==> src/rtl/VX_gpu_pkg.sv <==
// ============================================================================
//  Module      : VX_gpu_pkg
//  Description : Shared types and defaults for the HGMMA tensor-core scheduler.
//  Revision    : 1.0 - initial release
// ============================================================================
`default_nettype none

package VX_gpu_pkg;

    localparam int NUM_WARPS_DEF   = 8;
    localparam int MAX_PENDING_DEF = 2;

    typedef enum logic [0:0] {
        HG_IDLE = 1'b0,
        HG_RUN  = 1'b1
    } hgmma_state_e;

    // Index width that never collapses to zero bits for a single warp.
    function automatic int clog2_min1(input int n);
        return (n > 1) ? $clog2(n) : 1;
    endfunction

endpackage

`default_nettype wire

==> src/rtl/VX_rr_arbiter.sv <==
// ============================================================================
//  Module      : VX_rr_arbiter
//  Description : Combinational round-robin grant, searching upward from i_ptr.
//  Revision    : 1.0 - initial release
// ============================================================================
`default_nettype none

module VX_rr_arbiter #(
    parameter int NUM_REQS = 8,
    parameter int IDX_W    = 3
) (
    input  logic [NUM_REQS-1:0] i_req,
    input  logic [IDX_W-1:0]    i_ptr,
    output logic                o_valid,
    output logic [IDX_W-1:0]    o_grant
);

    logic w_found;
    int   w_idx;

    always_comb begin
        o_valid = |i_req;
        o_grant = '0;
        w_found = 1'b0;
        w_idx   = 0;
        for (int k = 0; k < NUM_REQS; k++) begin
            w_idx = (int'(i_ptr) + k) % NUM_REQS;
            if (!w_found && i_req[IDX_W'(w_idx)]) begin
                w_found = 1'b1;
                o_grant = IDX_W'(w_idx);
            end
        end
    end

endmodule

`default_nettype wire

==> src/rtl/vx_tensor_hgmma_sched.sv <==
// ============================================================================
//  Module      : vx_tensor_hgmma_sched
//  Description : Per-warp HGMMA queueing, round-robin tensor-core initiation
//                and HGMMA_WAIT completion tracking.
//  Revision    : 1.0 - initial release
// ============================================================================
`default_nettype none

module vx_tensor_hgmma_sched
    import VX_gpu_pkg::*;
#(
    parameter int  NUM_WARPS   = NUM_WARPS_DEF,
    parameter int  MAX_PENDING = MAX_PENDING_DEF,
    localparam int NW_WIDTH    = clog2_min1(NUM_WARPS),
    localparam int CNT_W       = $clog2(MAX_PENDING + 1)
) (
    input  logic                 clk,
    input  logic                 reset,

    input  logic                 req_valid,
    output logic                 req_ready,
    input  logic [NW_WIDTH-1:0]  req_wid,
    input  logic                 req_wait,

    output logic                 init_valid,
    input  logic                 init_ready,
    output logic [NW_WIDTH-1:0]  init_wid,

    input  logic                 wb_fire,
    input  logic [NW_WIDTH-1:0]  wb_wid,
    input  logic                 wb_last,

    output logic                 done_valid,
    input  logic                 done_ready,
    output logic [NW_WIDTH-1:0]  done_wid,

    output logic [NUM_WARPS-1:0] busy_mask,
    output logic                 err
);

    localparam logic [CNT_W-1:0]    c_max_pend = CNT_W'(MAX_PENDING);
    localparam logic [NW_WIDTH-1:0] c_last_wid = NW_WIDTH'(NUM_WARPS - 1);

    hgmma_state_e                    r_state;
    logic [NUM_WARPS-1:0][CNT_W-1:0] r_pend;
    logic [NUM_WARPS-1:0][CNT_W-1:0] r_qcnt;
    logic [NUM_WARPS-1:0]            r_wait_pend;
    logic [NW_WIDTH-1:0]             r_rr_ptr;
    logic [NW_WIDTH-1:0]             r_active_wid;
    logic                            r_err;
    logic                            r_done_valid;
    logic [NW_WIDTH-1:0]             r_done_wid;

    logic [NUM_WARPS-1:0][CNT_W-1:0] w_pend_nxt;
    logic [NUM_WARPS-1:0][CNT_W-1:0] w_qcnt_nxt;
    logic [NUM_WARPS-1:0]            w_wait_nxt;
    logic [NUM_WARPS-1:0]            w_q_nz;
    logic [NUM_WARPS-1:0]            w_done_cand;
    logic [NUM_WARPS-1:0]            w_hg_sel, w_wt_sel, w_init_sel, w_wb_sel, w_done_sel;
    logic                            w_any_q;
    logic [NW_WIDTH-1:0]             w_grant;
    logic [NW_WIDTH-1:0]             w_grant_nxt;
    logic                            w_hg_fire, w_wt_fire, w_init_fire, w_done_fire;
    logic                            w_run, w_wb_done, w_wb_err;
    logic                            w_done_any;
    logic [NW_WIDTH-1:0]             w_done_idx;

    VX_rr_arbiter #(
        .NUM_REQS (NUM_WARPS),
        .IDX_W    (NW_WIDTH)
    ) u_rr_arb (
        .i_req   (w_q_nz),
        .i_ptr   (r_rr_ptr),
        .o_valid (w_any_q),
        .o_grant (w_grant)
    );

    // Ready is a pure function of the request fields, never of req_valid.
    assign req_ready = req_wait ? !r_wait_pend[req_wid] : (r_pend[req_wid] < c_max_pend);

    assign w_run       = (r_state == HG_RUN);
    assign init_valid  = !w_run && w_any_q;
    assign init_wid    = init_valid ? w_grant : '0;
    assign w_grant_nxt = (w_grant == c_last_wid) ? '0 : w_grant + 1'b1;

    assign w_hg_fire   = req_valid && req_ready && !req_wait;
    assign w_wt_fire   = req_valid && req_ready && req_wait;
    assign w_init_fire = init_valid && init_ready;
    assign w_done_fire = r_done_valid && done_ready;
    assign w_wb_err    = w_run && wb_fire && (wb_wid != r_active_wid);
    assign w_wb_done   = w_run && wb_fire && wb_last && (wb_wid == r_active_wid);

    assign w_hg_sel   = w_hg_fire   ? (NUM_WARPS'(1) << req_wid)      : '0;
    assign w_wt_sel   = w_wt_fire   ? (NUM_WARPS'(1) << req_wid)      : '0;
    assign w_init_sel = w_init_fire ? (NUM_WARPS'(1) << w_grant)      : '0;
    assign w_wb_sel   = w_wb_done   ? (NUM_WARPS'(1) << r_active_wid) : '0;
    assign w_done_sel = w_done_fire ? (NUM_WARPS'(1) << r_done_wid)   : '0;

    assign w_wait_nxt = (r_wait_pend & ~w_done_sel) | w_wt_sel;

    for (genvar gw = 0; gw < NUM_WARPS; gw++) begin : g_warp
        assign w_pend_nxt[gw]  = r_pend[gw] + CNT_W'(w_hg_sel[gw]) - CNT_W'(w_wb_sel[gw]);
        assign w_qcnt_nxt[gw]  = r_qcnt[gw] + CNT_W'(w_hg_sel[gw]) - CNT_W'(w_init_sel[gw]);
        assign w_q_nz[gw]      = (r_qcnt[gw] != '0);
        assign busy_mask[gw]   = (r_pend[gw] != '0);
        // Judged on next-state so a WAIT on an idle warp completes one cycle later.
        assign w_done_cand[gw] = w_wait_nxt[gw] && (w_pend_nxt[gw] == '0);
    end

    always_comb begin
        w_done_any = |w_done_cand;
        w_done_idx = '0;
        for (int w = NUM_WARPS - 1; w >= 0; w--) begin
            if (w_done_cand[NW_WIDTH'(w)]) begin
                w_done_idx = NW_WIDTH'(w);
            end
        end
    end

    always_ff @(posedge clk or posedge reset) begin
        if (reset) begin
            r_state      <= HG_IDLE;
            r_pend       <= '0;
            r_qcnt       <= '0;
            r_wait_pend  <= '0;
            r_rr_ptr     <= '0;
            r_active_wid <= '0;
            r_err        <= 1'b0;
            r_done_valid <= 1'b0;
            r_done_wid   <= '0;
        end else begin
            r_pend      <= w_pend_nxt;
            r_qcnt      <= w_qcnt_nxt;
            r_wait_pend <= w_wait_nxt;

            case (r_state)
                HG_IDLE: begin
                    if (w_init_fire) begin
                        r_state      <= HG_RUN;
                        r_active_wid <= w_grant;
                        r_rr_ptr     <= w_grant_nxt;
                    end
                end
                HG_RUN: begin
                    if (w_wb_err) begin
                        r_err <= 1'b1;
                    end else if (w_wb_done) begin
                        r_state <= HG_IDLE;
                    end
                end
                default: r_state <= HG_IDLE;
            endcase

            // A presented completion is held until the consumer takes it.
            if (!(r_done_valid && !done_ready)) begin
                r_done_valid <= w_done_any;
                r_done_wid   <= w_done_idx;
            end
        end
    end

    assign done_valid = r_done_valid;
    assign done_wid   = r_done_wid;
    assign err        = r_err;

endmodule

`default_nettype wire

==> config.mk <==
export PLATFORM = sky130hd
export DESIGN_NAME = vx_tensor_hgmma_sched
export DESIGN_NICKNAME = d
export VERILOG_FILES = /design/src/rtl/VX_gpu_pkg.sv /design/src/rtl/VX_rr_arbiter.sv /design/src/rtl/vx_tensor_hgmma_sched.sv
export SDC_FILE = /design/constraint.sdc
export NUM_CORES = 1
export LEC_CHECK = 0
export ABC_AREA = 1
export BUFFER_PORTS_ARGS = -buffer_cell sky130_fd_sc_hd__buf_2
export CELL_PAD_IN_SITES_DETAIL_PLACEMENT = 0
export CELL_PAD_IN_SITES_GLOBAL_PLACEMENT = 1
export CORE_AREA = 2 2 101 103
export CTS_CLUSTER_SIZE = 40
export DETAILED_ROUTE_END_ITERATION = 10
export DIE_AREA = 0 0 103 105
export GPL_TIMING_DRIVEN = 0
export PLACE_DENSITY_LB_ADDON = 0.3
export SETUP_SLACK_MARGIN = 0.4
export SYNTH_ARGS = -nofsm -noshare
export SYNTH_HDL_FRONTEND = slang
export SYNTH_SLANG_ARGS = --single-unit
==> constraint.sdc <==
create_clock -name clk -period 8 [get_ports clk]
set_input_delay 0.4 -clock clk [delete_from_list [all_inputs] [get_ports clk]]
set_output_delay 0.4 -clock clk [all_outputs]
set_load 0.03 [all_outputs]
==> results.json, run 1 <==
{
  "core_area_um2": 9640,
  "fin_skew_ns": 0.0119,
  "clkSinkCount": 51,
  "ys_ff_latch": 51,
  "dp_worst_setup_slack_ns": 4.37,
  "crit_type": "reg -> reg",
  "pin_count": 32,
  "htree_levels": 2,
  "io_buffers": 29,
  "synth.distinct_cells": 39,
  "holdBufCountCts": 0,
  "wl_per_cell_um": 12.8,
  "synth_fp_nets": 525,
  "setup_viol": 0,
  "post-cts-setup-buffers": 0,
  "rows": 36,
  "cts_buffer_depth": 2,
  "grt_usage_pct": 16.6,
  "rsz0062_at_grt": "no",
  "yosys_warnings": 0,
  "tritoncts": "yes",
  "die_w_um": 103,
  "clk_pin_slew_ns": 0.10,
  "n_fill_cell": 1022,
  "syn_area_per_cell_um2": 8.02,
  "hold_viol": 0,
  "min_period_ns": 3.64,
  "worstSetupStartpointType": "flip-flop",
  "hp-class": "in -> async",
  "final_cell_mix": "nand2_1, inv_1, dfrtp_1",
  "route.detailed.drc": 0,
  "area_delta_synth_final_pct": 11.3,
  "synthFlopType": "dfrtp_1",
  "worst_slew_pin_slew_ns": 0.598,
  "max-slew-margin-rel_pct": 60.0,
  "grt_pass1_vias": 2973,
  "cts-root-buf": "clkbuf_8",
  "gp_congestion": 0.781,
  "postRouteAntennaNets": 0,
  "drv_cap": 0,
  "clock.fmax_mhz": 275,
  "dr.first_iter.drc_count": 111,
  "final_core_util_pct": 43.7,
  "final_common_cell": "nand2_1",
  "clk_latency_ns": 0.30,
  "syn_inst": 472,
  "antenna_found_initial": 0,
  "synth-seq-area-share_pct": 33.7,
  "status": "complete, no violations",
  "cp-end-kind": "flip-flop",
  "grt_first_pass_wirelength_mm": 14.4,
  "fp.dieH_um": 105,
  "setup_tns_ns": 0,
  "worstPathArrival_ns": 3.85,
  "cts-resized-gates": 0,
  "cts-buffers-inserted": 5,
  "overflow": 0,
  "layout_setup_ws_ns": 4.36,
  "post-route-period-util_pct": 45.5,
  "required_ns": 8.21,
  "grt_max_degree": 31,
  "async_flop_share_pct": 100,
  "initial_core_util_pct": 39.3,
  "syn_area_um2": 3780,
  "multi_input_area_um2": 2200,
  "finalNetCount": 562,
  "vias_per_cell": 4.71,
  "synth-edff-count": 0,
  "vias": 3028,
  "layout-drive-gt1-share_pct": 18.2,
  "die-area_um2": 10800,
  "dp_hpwl_mm": 6.73,
  "n_antenna_cell": 0,
  "drtPass1Iterations": 5,
  "ff_latch_area_um2": 1280,
  "wl_mm": 8.25,
  "cp_max_fo": 8,
  "finalMaxSlewViolations": 0
}
[worst paths after layout]
check / start / endpoint / slack [ns] / cells after the start
max: r_rr_ptr[1] / r_qcnt[15] / 4.36 / 21
min: reset / r_pend[5] / 0.12 / 2
max reg2reg: r_rr_ptr[1] / r_qcnt[15] / 4.36 / 21
min reg2reg: err / err / 0.48 / 1
max in group asynchronous: reset / r_qcnt[6] / 7.34 / 3
min in group clk: wb_fire / err / 0.36 / 2
[cell usage after synthesis (2+ instances only)]
| cell type | n | area, µm² |
|---|---|---|
| a21oi_1 | 4 | 20.0 |
| a22oi_1 | 3 | 22.5 |
| buf_6 | 3 | 33.8 |
| clkbuf_1 | 3 | 11.3 |
| dfrtp_1 | 51 | 1280 |
| ha_1 | 39 | 488 |
| inv_1 | 58 | 218 |
| inv_2 | 8 | 30.0 |
| nand2_1 | 107 | 402 |
| nand2_2 | 11 | 68.8 |
| nand2_4 | 3 | 33.8 |
| nand3_1 | 38 | 190 |
| nand3_2 | 4 | 40.0 |
| nand3_4 | 2 | 35.0 |
| nand3b_1 | 2 | 15.0 |
| nand4_1 | 4 | 25.0 |
| nor2_1 | 35 | 131 |
| nor2_2 | 5 | 31.3 |
| nor3_1 | 13 | 65.1 |
| o21ai_0 | 15 | 75.1 |
| o21ai_1 | 2 | 10.0 |
| o22ai_1 | 3 | 18.8 |
| or2_2 | 8 | 50.1 |
| xnor2_1 | 35 | 307 |
| xor2_4 | 2 | 55.1 |
[kinds of logic after synthesis]
group,Yosys count,synth area share (%)
and+or+nand+nor,236,30.2
buffers and inverters,75,8.17
DFF,51,33.7
adders and majority gates,39,12.9
xor gates and xnor gates,38,9.99
AOI/OAI and AO/OA,32,4.96
other,1,0.0991
[per-layer routing]
metal,global-route usage [%],wire length [µm]
met1,23.5,3990
met2,27.4,4000
met3,1.87,208
met4,3.20,44
met5,0,0
[cell type report]
class                   instances  area share [%]
plain buffers                   8            1.37
clock buffers                   7            2.05
clock inverters                 1           0.208
inverters                      67            5.97
multi-input cells             346            52.2
flip-flops and latches         51            30.3
well taps                     133            3.95
repair buffers                 30            3.92
[registers in the layout, summed over array words and instances, names as in the netlist]
register,flops
r_state,1
done_valid,1
r_pend,16
done_wid,2
err,1
r_active_wid,3
r_qcnt,16
r_rr_ptr,3
r_wait_pend,8
[worst max-delay path: stages (launching register included)]
cell,delay [ns]
dfrtp_1,0.40
buf_6,0.16
inv_2,0.15
ha_1,0.33
inv_1,0.25
nand3_1,0.14
nand2_2,0.13
nand2_1,0.10
nand2_2,0.16
nor3_2,0.08
nand2_1,0.09
nor2_1,0.04
nor2_1,0.15
nand3_2,0.16
ha_1,0.24
ha_1,0.18
inv_1,0.05
nor2_1,0.06
ha_1,0.28
inv_1,0.04
ha_1,0.17
xnor2_1,0.17
[per-stage QoR]
stage,cell area (µm²),hold WS [ns],instances
finish,4210,0.121,643
global route,4210,0.170,643
CTS,4210,0.128,643
detailed placement,4120,0.459,635
global placement,4100,0.450,634
floorplan,3780,0.445,472
Power of run 1 is not shown: default switching activity piles up to over one toggle a cycle in this logic, so the estimate is an artifact.
==> inputs of run 2 (changes only) <==
==> constraint.sdc (replaced) <==
create_clock -name clk -period 3.7 [get_ports clk]
set_input_delay 0.185 -clock clk [delete_from_list [all_inputs] [get_ports clk]]
set_output_delay 0.185 -clock clk [all_outputs]
set_load 0.03 [all_outputs]
==> run 2 against run 1 <==
- critical path depth grew 1
- count of clock-buffer cells in the layout is the same
- worst setup slack lost 3.8 ns
- critical endpoint is now r_qcnt[9]
==> results.json, run 2 (synthesis results as in run 1) <==
{
  "status": "complete, no violations",
  "worst_slew_pin_slew_ns": 0.590,
  "clock.fmax_mhz": 315,
  "finalNonFillerCells": 650,
  "cts_buffer_depth": 2,
  "setup_tns_ns": 0,
  "dr.first_iter.drc_count": 113,
  "route.detailed.drc": 0,
  "cp-end-kind": "flip-flop",
  "final_core_util_pct": 46.2,
  "antenna_found_initial": 0,
  "cp_slowest_stage_delay_ns": 0.38,
  "crit_type": "reg -> reg",
  "area_delta_synth_final_pct": 17.7,
  "final_common_cell": "nand2_1",
  "drv_cap": 0,
  "max-slew-margin-rel_pct": 60.5,
  "dp_hpwl_mm": 6.73,
  "finalMaxSlewViolations": 0,
  "finalNetCount": 569,
  "grt_first_pass_wirelength_mm": 14.5,
  "cts-root-buf": "clkbuf_8",
  "r2r_start": "r_rr_ptr[1]",
  "overflow": 0,
  "rrSetupSlack_ns": 0.52,
  "initial_core_util_pct": 39.3,
  "crit_path_frequent_cell": "ha_1",
  "r2r_end": "r_qcnt[9]",
  "slowest_stage": "dfrtp_1",
  "hold_start": "wb_fire",
  "crit_chain": "buf_6, inv_8, ha_4, inv_8, nand3_4, nand3_2, nand2_4, nand3_4, buf_12, nor2_8, nand4_1, nand3_2, nand2_2, nand2_4, inv_2, ha_1, nand2_1, a21oi_1, ha_1, inv_1, ha_1, xnor2_1",
  "fp.dieH_um": 105,
  "core_area_um2": 9640,
  "pin_count": 32,
  "rsz0062_at_grt": "yes",
  "final_cell_mix": "nand2_1, inv_1, dfrtp_1",
  "largestRegisters": "r_pend: 16 flops, r_qcnt: 16 flops, r_wait_pend: 8 flops",
  "path_buf_inv": 6,
  "wl_per_cell_um": 13.0,
  "grt_pass1_vias": 2997,
  "vias_per_cell": 4.77,
  "vias": 3098,
  "min_to": "err",
  "htree_levels": 2,
  "post-route-period-util_pct": 85.9,
  "worstSetupStartpointType": "flip-flop",
  "setup_viol": 0,
  "dp_cells": 635,
  "die-area_um2": 10800,
  "drtPass1Iterations": 5,
  "rows": 36,
  "cp_max_fo": 8,
  "cp_top_family": "simple AND/OR/NAND/NOR gates",
  "gp_congestion": 0.781,
  "hp-class": "in -> reg",
  "r2r_cells": 22,
  "grt_max_degree": 31,
  "n_antenna_cell": 0,
  "fin_skew_ns": 0.0139,
  "clkSinkCount": 51,
  "hold_depth": 2,
  "layout-drive-gt1-share_pct": 23.6,
  "clk_latency_ns": 0.30,
  "required_ns": 3.88,
  "clk_pin_slew_ns": 0.10,
  "wl_mm": 8.43,
  "hold_viol": 0,
  "die_w_um": 103,
  "postRouteAntennaNets": 0,
  "cts-buffers-inserted": 5,
  "io_buffers": 29,
  "min_period_ns": 3.18,
  "grt_usage_pct": 16.8,
  "worstPathArrival_ns": 3.36,
  "tritoncts": "yes"
}
run 2: layer usage:
layer / track usage (%) / wire length [µm]
met5: 0 / 0
met4: 3.20 / 44
met3: 1.87 / 189
met2: 27.6 / 4130
met1: 23.7 / 4070
run 2: how the worst max path moves through the flow:
stage	from	to	depth (start not counted)
finish	r_rr_ptr[1]	r_qcnt[9]	22
global route	r_rr_ptr[1]	r_qcnt[9]	22
CTS	r_rr_ptr[1]	r_qcnt[15]	22
detailed placement	r_rr_ptr[1]	r_qcnt[14]	22
global placement	r_rr_ptr[1]	r_qcnt[14]	22
floorplan	r_rr_ptr[1]	r_qcnt[15]	22
run 2: final cells by class:
class / instances / area [µm²]
Fill cell: 1005 / 5180
Sequential cell: 51 / 1280
Multi-Input combinational cell: 346 / 2350
Clock inverter: 1 / 8.76
Timing Repair Buffer: 37 / 233
Inverter: 67 / 272
Clock buffer: 7 / 86.3
Buffer: 8 / 57.6
Tap cell: 133 / 166
run 2: worst reg2reg max path: stages, from the launching register on:
cell and delay (ns):
dfrtp_1 0.38, buf_6 0.15, inv_8 0.05, ha_4 0.33, inv_8 0.07, nand3_4 0.09
nand3_2 0.09, nand2_4 0.10, nand3_4 0.11, buf_12 0.15, nor2_8 0.11, nand4_1 0.14
nand3_2 0.12, nand2_2 0.08, nand2_4 0.09, inv_2 0.05, ha_1 0.19, nand2_1 0.09
a21oi_1 0.06, ha_1 0.28, inv_1 0.04, ha_1 0.18, xnor2_1 0.12
run 2: per-stage QoR:
step	worst slack, ns	cell area [µm²]	hold slack, ns
floorplan	0.651	3780	0.349
global placement	0.0781	4100	0.448
detailed placement	0.0746	4120	0.244
CTS	0.402	4260	0.139
global route	0.328	4450	0.140
finish	0.521	4450	0.147
run 2: repair_timing:
action	4_1_cts	5_1_grt
gates resized for setup	10	34
pin swaps	1	15
endpoints found under the hold margin	21	0
hold buffers	1	0
buffers inserted	1	5
endpoints found under the setup margin	16	19
gates cloned	0	0
Power of run 2 is left out for the same reason.
==> inputs of run 3 (changes only) <==
--- a/config.mk
+++ b/config.mk
@@ -6,16 +6,17 @@
 export NUM_CORES = 1
 export LEC_CHECK = 0
 export ABC_AREA = 1
-export BUFFER_PORTS_ARGS = -buffer_cell sky130_fd_sc_hd__buf_2
 export CELL_PAD_IN_SITES_DETAIL_PLACEMENT = 0
 export CELL_PAD_IN_SITES_GLOBAL_PLACEMENT = 1
-export CORE_AREA = 2 2 101 103
+export CORE_AREA = 2 2 103 105
 export CTS_CLUSTER_SIZE = 40
 export DETAILED_ROUTE_END_ITERATION = 10
-export DIE_AREA = 0 0 103 105
+export DIE_AREA = 0 0 105 107
+export DONT_BUFFER_PORTS = 1
 export GPL_TIMING_DRIVEN = 0
 export PLACE_DENSITY_LB_ADDON = 0.3
 export SETUP_SLACK_MARGIN = 0.4
 export SYNTH_ARGS = -nofsm -noshare
 export SYNTH_HDL_FRONTEND = slang
+export SYNTH_HIERARCHICAL = 1
 export SYNTH_SLANG_ARGS = --single-unit
==> run 3 against run 2 <==
- worst hold slack got worse by 0.11 ns
- flip-flop and latch count unchanged
- area after synthesis grew 4.9%
- register-to-register slack got worse by 0.04 ns
- cell area increased by 12%
- first-iteration DRC count is 4.4% higher
- maximum frequency down 1.1%
- sequential share of layout area decreased by 3.2 points
- global-route usage shrank 0.15 points
- critical path depth is 1 lower
- final cell count stayed put
==> results.json, run 3 <==
{
  "final_common_cell": "nand2_1",
  "crit_type": "reg -> reg",
  "finalNonFillerCells": 650,
  "tritoncts": "yes",
  "overflow": 0,
  "syn_inst": 488,
  "hold_viol": 0,
  "syn_area_per_cell_um2": 8.13,
  "clock.fmax_mhz": 311,
  "dr.first_iter.drc_count": 118,
  "vias_per_cell": 4.85,
  "finalMaxSlewViolations": 0,
  "grt_pass1_vias": 3184,
  "setup_viol": 0,
  "cts-root-buf": "clkbuf_8",
  "syn_area_um2": 3970,
  "wl_mm": 9.16,
  "die-area_um2": 11200,
  "gp_congestion": 0.853,
  "netlist_top_cells_count": "nand2_1, inv_1, dfrtp_1, nor2_1, ha_1",
  "hp-class": "in -> reg",
  "post-route-period-util_pct": 86.9,
  "clk_latency_ns": 0.31,
  "n_antenna_cell": 0,
  "area_delta_synth_final_pct": 26.1,
  "grt_usage_pct": 16.6,
  "antenna_found_initial": 0,
  "synth-seq-area-share_pct": 32.2,
  "fp.dieH_um": 107,
  "dp_hpwl_mm": 7.07,
  "rsz0062_at_grt": "yes",
  "fin_skew_ns": 0.0141,
  "clkSinkCount": 51,
  "postRouteAntennaNets": 0,
  "synth_top_cell_by_area": "dfrtp_1",
  "ys_ff_latch": 51,
  "cp_top_family": "simple AND/OR/NAND/NOR gates",
  "required_ns": 3.89,
  "synth_fp_nets": 542,
  "vias": 3155,
  "core_area_um2": 10100,
  "pin_count": 32,
  "drv_cap": 0,
  "worstPathArrival_ns": 3.40,
  "cts-buffers-inserted": 5,
  "yosysTopAreaCellShare_pct": 32.2,
  "min_period_ns": 3.22,
  "htree_levels": 2,
  "status": "complete, no violations",
  "rows": 37,
  "synth_area_leaders": "dfrtp_1, ha_1, nand2_1",
  "max-slew-margin-rel_pct": 61.7,
  "grt_first_pass_wirelength_mm": 14.8,
  "die_w_um": 105,
  "async_flop_share_pct": 100,
  "worstSetupStartpointType": "flip-flop",
  "route.detailed.drc": 0,
  "layout-drive-gt1-share_pct": 32.5,
  "worst_slew_pin_slew_ns": 0.573,
  "wl_per_cell_um": 14.1,
  "path_buf_inv": 7,
  "io_buffers": 0,
  "finalNetCount": 567,
  "synth.distinct_cells": 46,
  "largestRegisters": "r_pend: 16 flops, r_qcnt: 16 flops, r_wait_pend: 8 flops",
  "dp_cells": 625,
  "drtPass1Iterations": 4,
  "cp_slowest_stage_delay_ns": 0.37,
  "cp_max_fo": 7,
  "clk_pin_slew_ns": 0.10,
  "yosys_warnings": 6,
  "synth.most_common_cell": "nand2_1",
  "synthFlopType": "dfrtp_1",
  "final_cell_mix": "nand2_1, inv_1, dfrtp_1",
  "synth-edff-count": 0,
  "cts_buffer_depth": 2,
  "grt_max_degree": 39,
  "slowest_stage": "dfrtp_1",
  "crit_chain": "buf_6, inv_6, buf_12, ha_4, inv_8, nand3_2, nand2_2, inv_2, o21ai_4, nand4_4, nor2_4, nand3_2, nand3_4, inv_4, nor2_4, nand2_4, nor2_4, ha_4, inv_4, ha_4, xnor2_2",
  "initial_core_util_pct": 39.3,
  "cp-end-kind": "flip-flop"
}
run 3: cell count changes after synthesis, moves of 4 or more:
cell     previous run  this run
nor2_1             35        44
nor2_2              5         1
nand2_1           107        94
inv_1              58        68
o21ai_0            15         9
nand2_4             3         7
or2_2               8        16
nand3_2             4        15
run 3: path summary, 6_finish.rpt:
path / from / to / slack (ns) / cells after the start
max: r_rr_ptr[0] / r_qcnt[9] / 0.48 / 21
min: done_ready / done_wid[0] / 0.04 / 3
max reg2reg: r_rr_ptr[0] / r_qcnt[9] / 0.48 / 21
min reg2reg: r_wait_pend[5] / r_wait_pend[5] / 0.50 / 1
max in group asynchronous: reset / r_qcnt[8] / 2.90 / 3
min in group asynchronous: reset / r_pend[2] / 0.28 / 2
run 3: cells by family (layout without fill, tap and decap cells):
family                     count (synthesis)  after routing  synth area share, %
and+or+nand+nor                          244            244                 31.7
buffers and inverters                     85            111                 9.18
other                                      1              1               0.0945
xor gates and xnor gates                  38             38                 9.05
adders and majority gates                 40             40                 12.6
AOI/OAI and AO/OA                         29             29                 5.20
DFF                                       51             51                 32.2
run 3: layer usage:
layer	global-route usage [%]	up-vias	routed length, µm
li1	-	1595	-
met1	19.0	1508	3600
met2	31.6	42	5130
met3	2.92	10	306
met4	4.67	0	114
met5	0	-	0
run 3: layout make-up:
class,instances,area [µm²]
buffer,8,76.3
clock buffer,6,72.6
clock inverter,2,60.1
fill,1016,5090
inverter,77,327
multi-input combinational,352,2850
sequential,51,1280
tap,136,170
timing repair buffer,18,178
run 3: repair_timing:
action / in CTS / in global routing
endpoints found under the setup margin: 19 / 18
buffers inserted: 5 / 11
endpoints found under the hold margin: 13 / 0
cloned: 0 / 0
gates resized for setup: 19 / 105
pin swaps: 4 / 51
hold buffers: 1 / 0
run 3: worst min-delay path, cell delays in order:
cell and delay [ns]:
nor2_1 0.04, nand2_1 0.05, nand2_1 0.04
run 3: metrics by stage:
stage	worst slack [ns]	hold slack, ns	cell area (µm²)	TNS (ns)	util, %
floorplan	0.432	0.347	3970	0	-
global placement	-0.152	0.374	4140	-0.743	41.0
detailed placement	-0.188	0.0558	4160	-1.07	41.2
CTS	0.432	0.0273	4410	0	43.7
global route	0.310	0.0506	5000	0	49.6
finish	0.485	0.0398	5000	0	49.6
Power of run 3 is left out for the same reason.
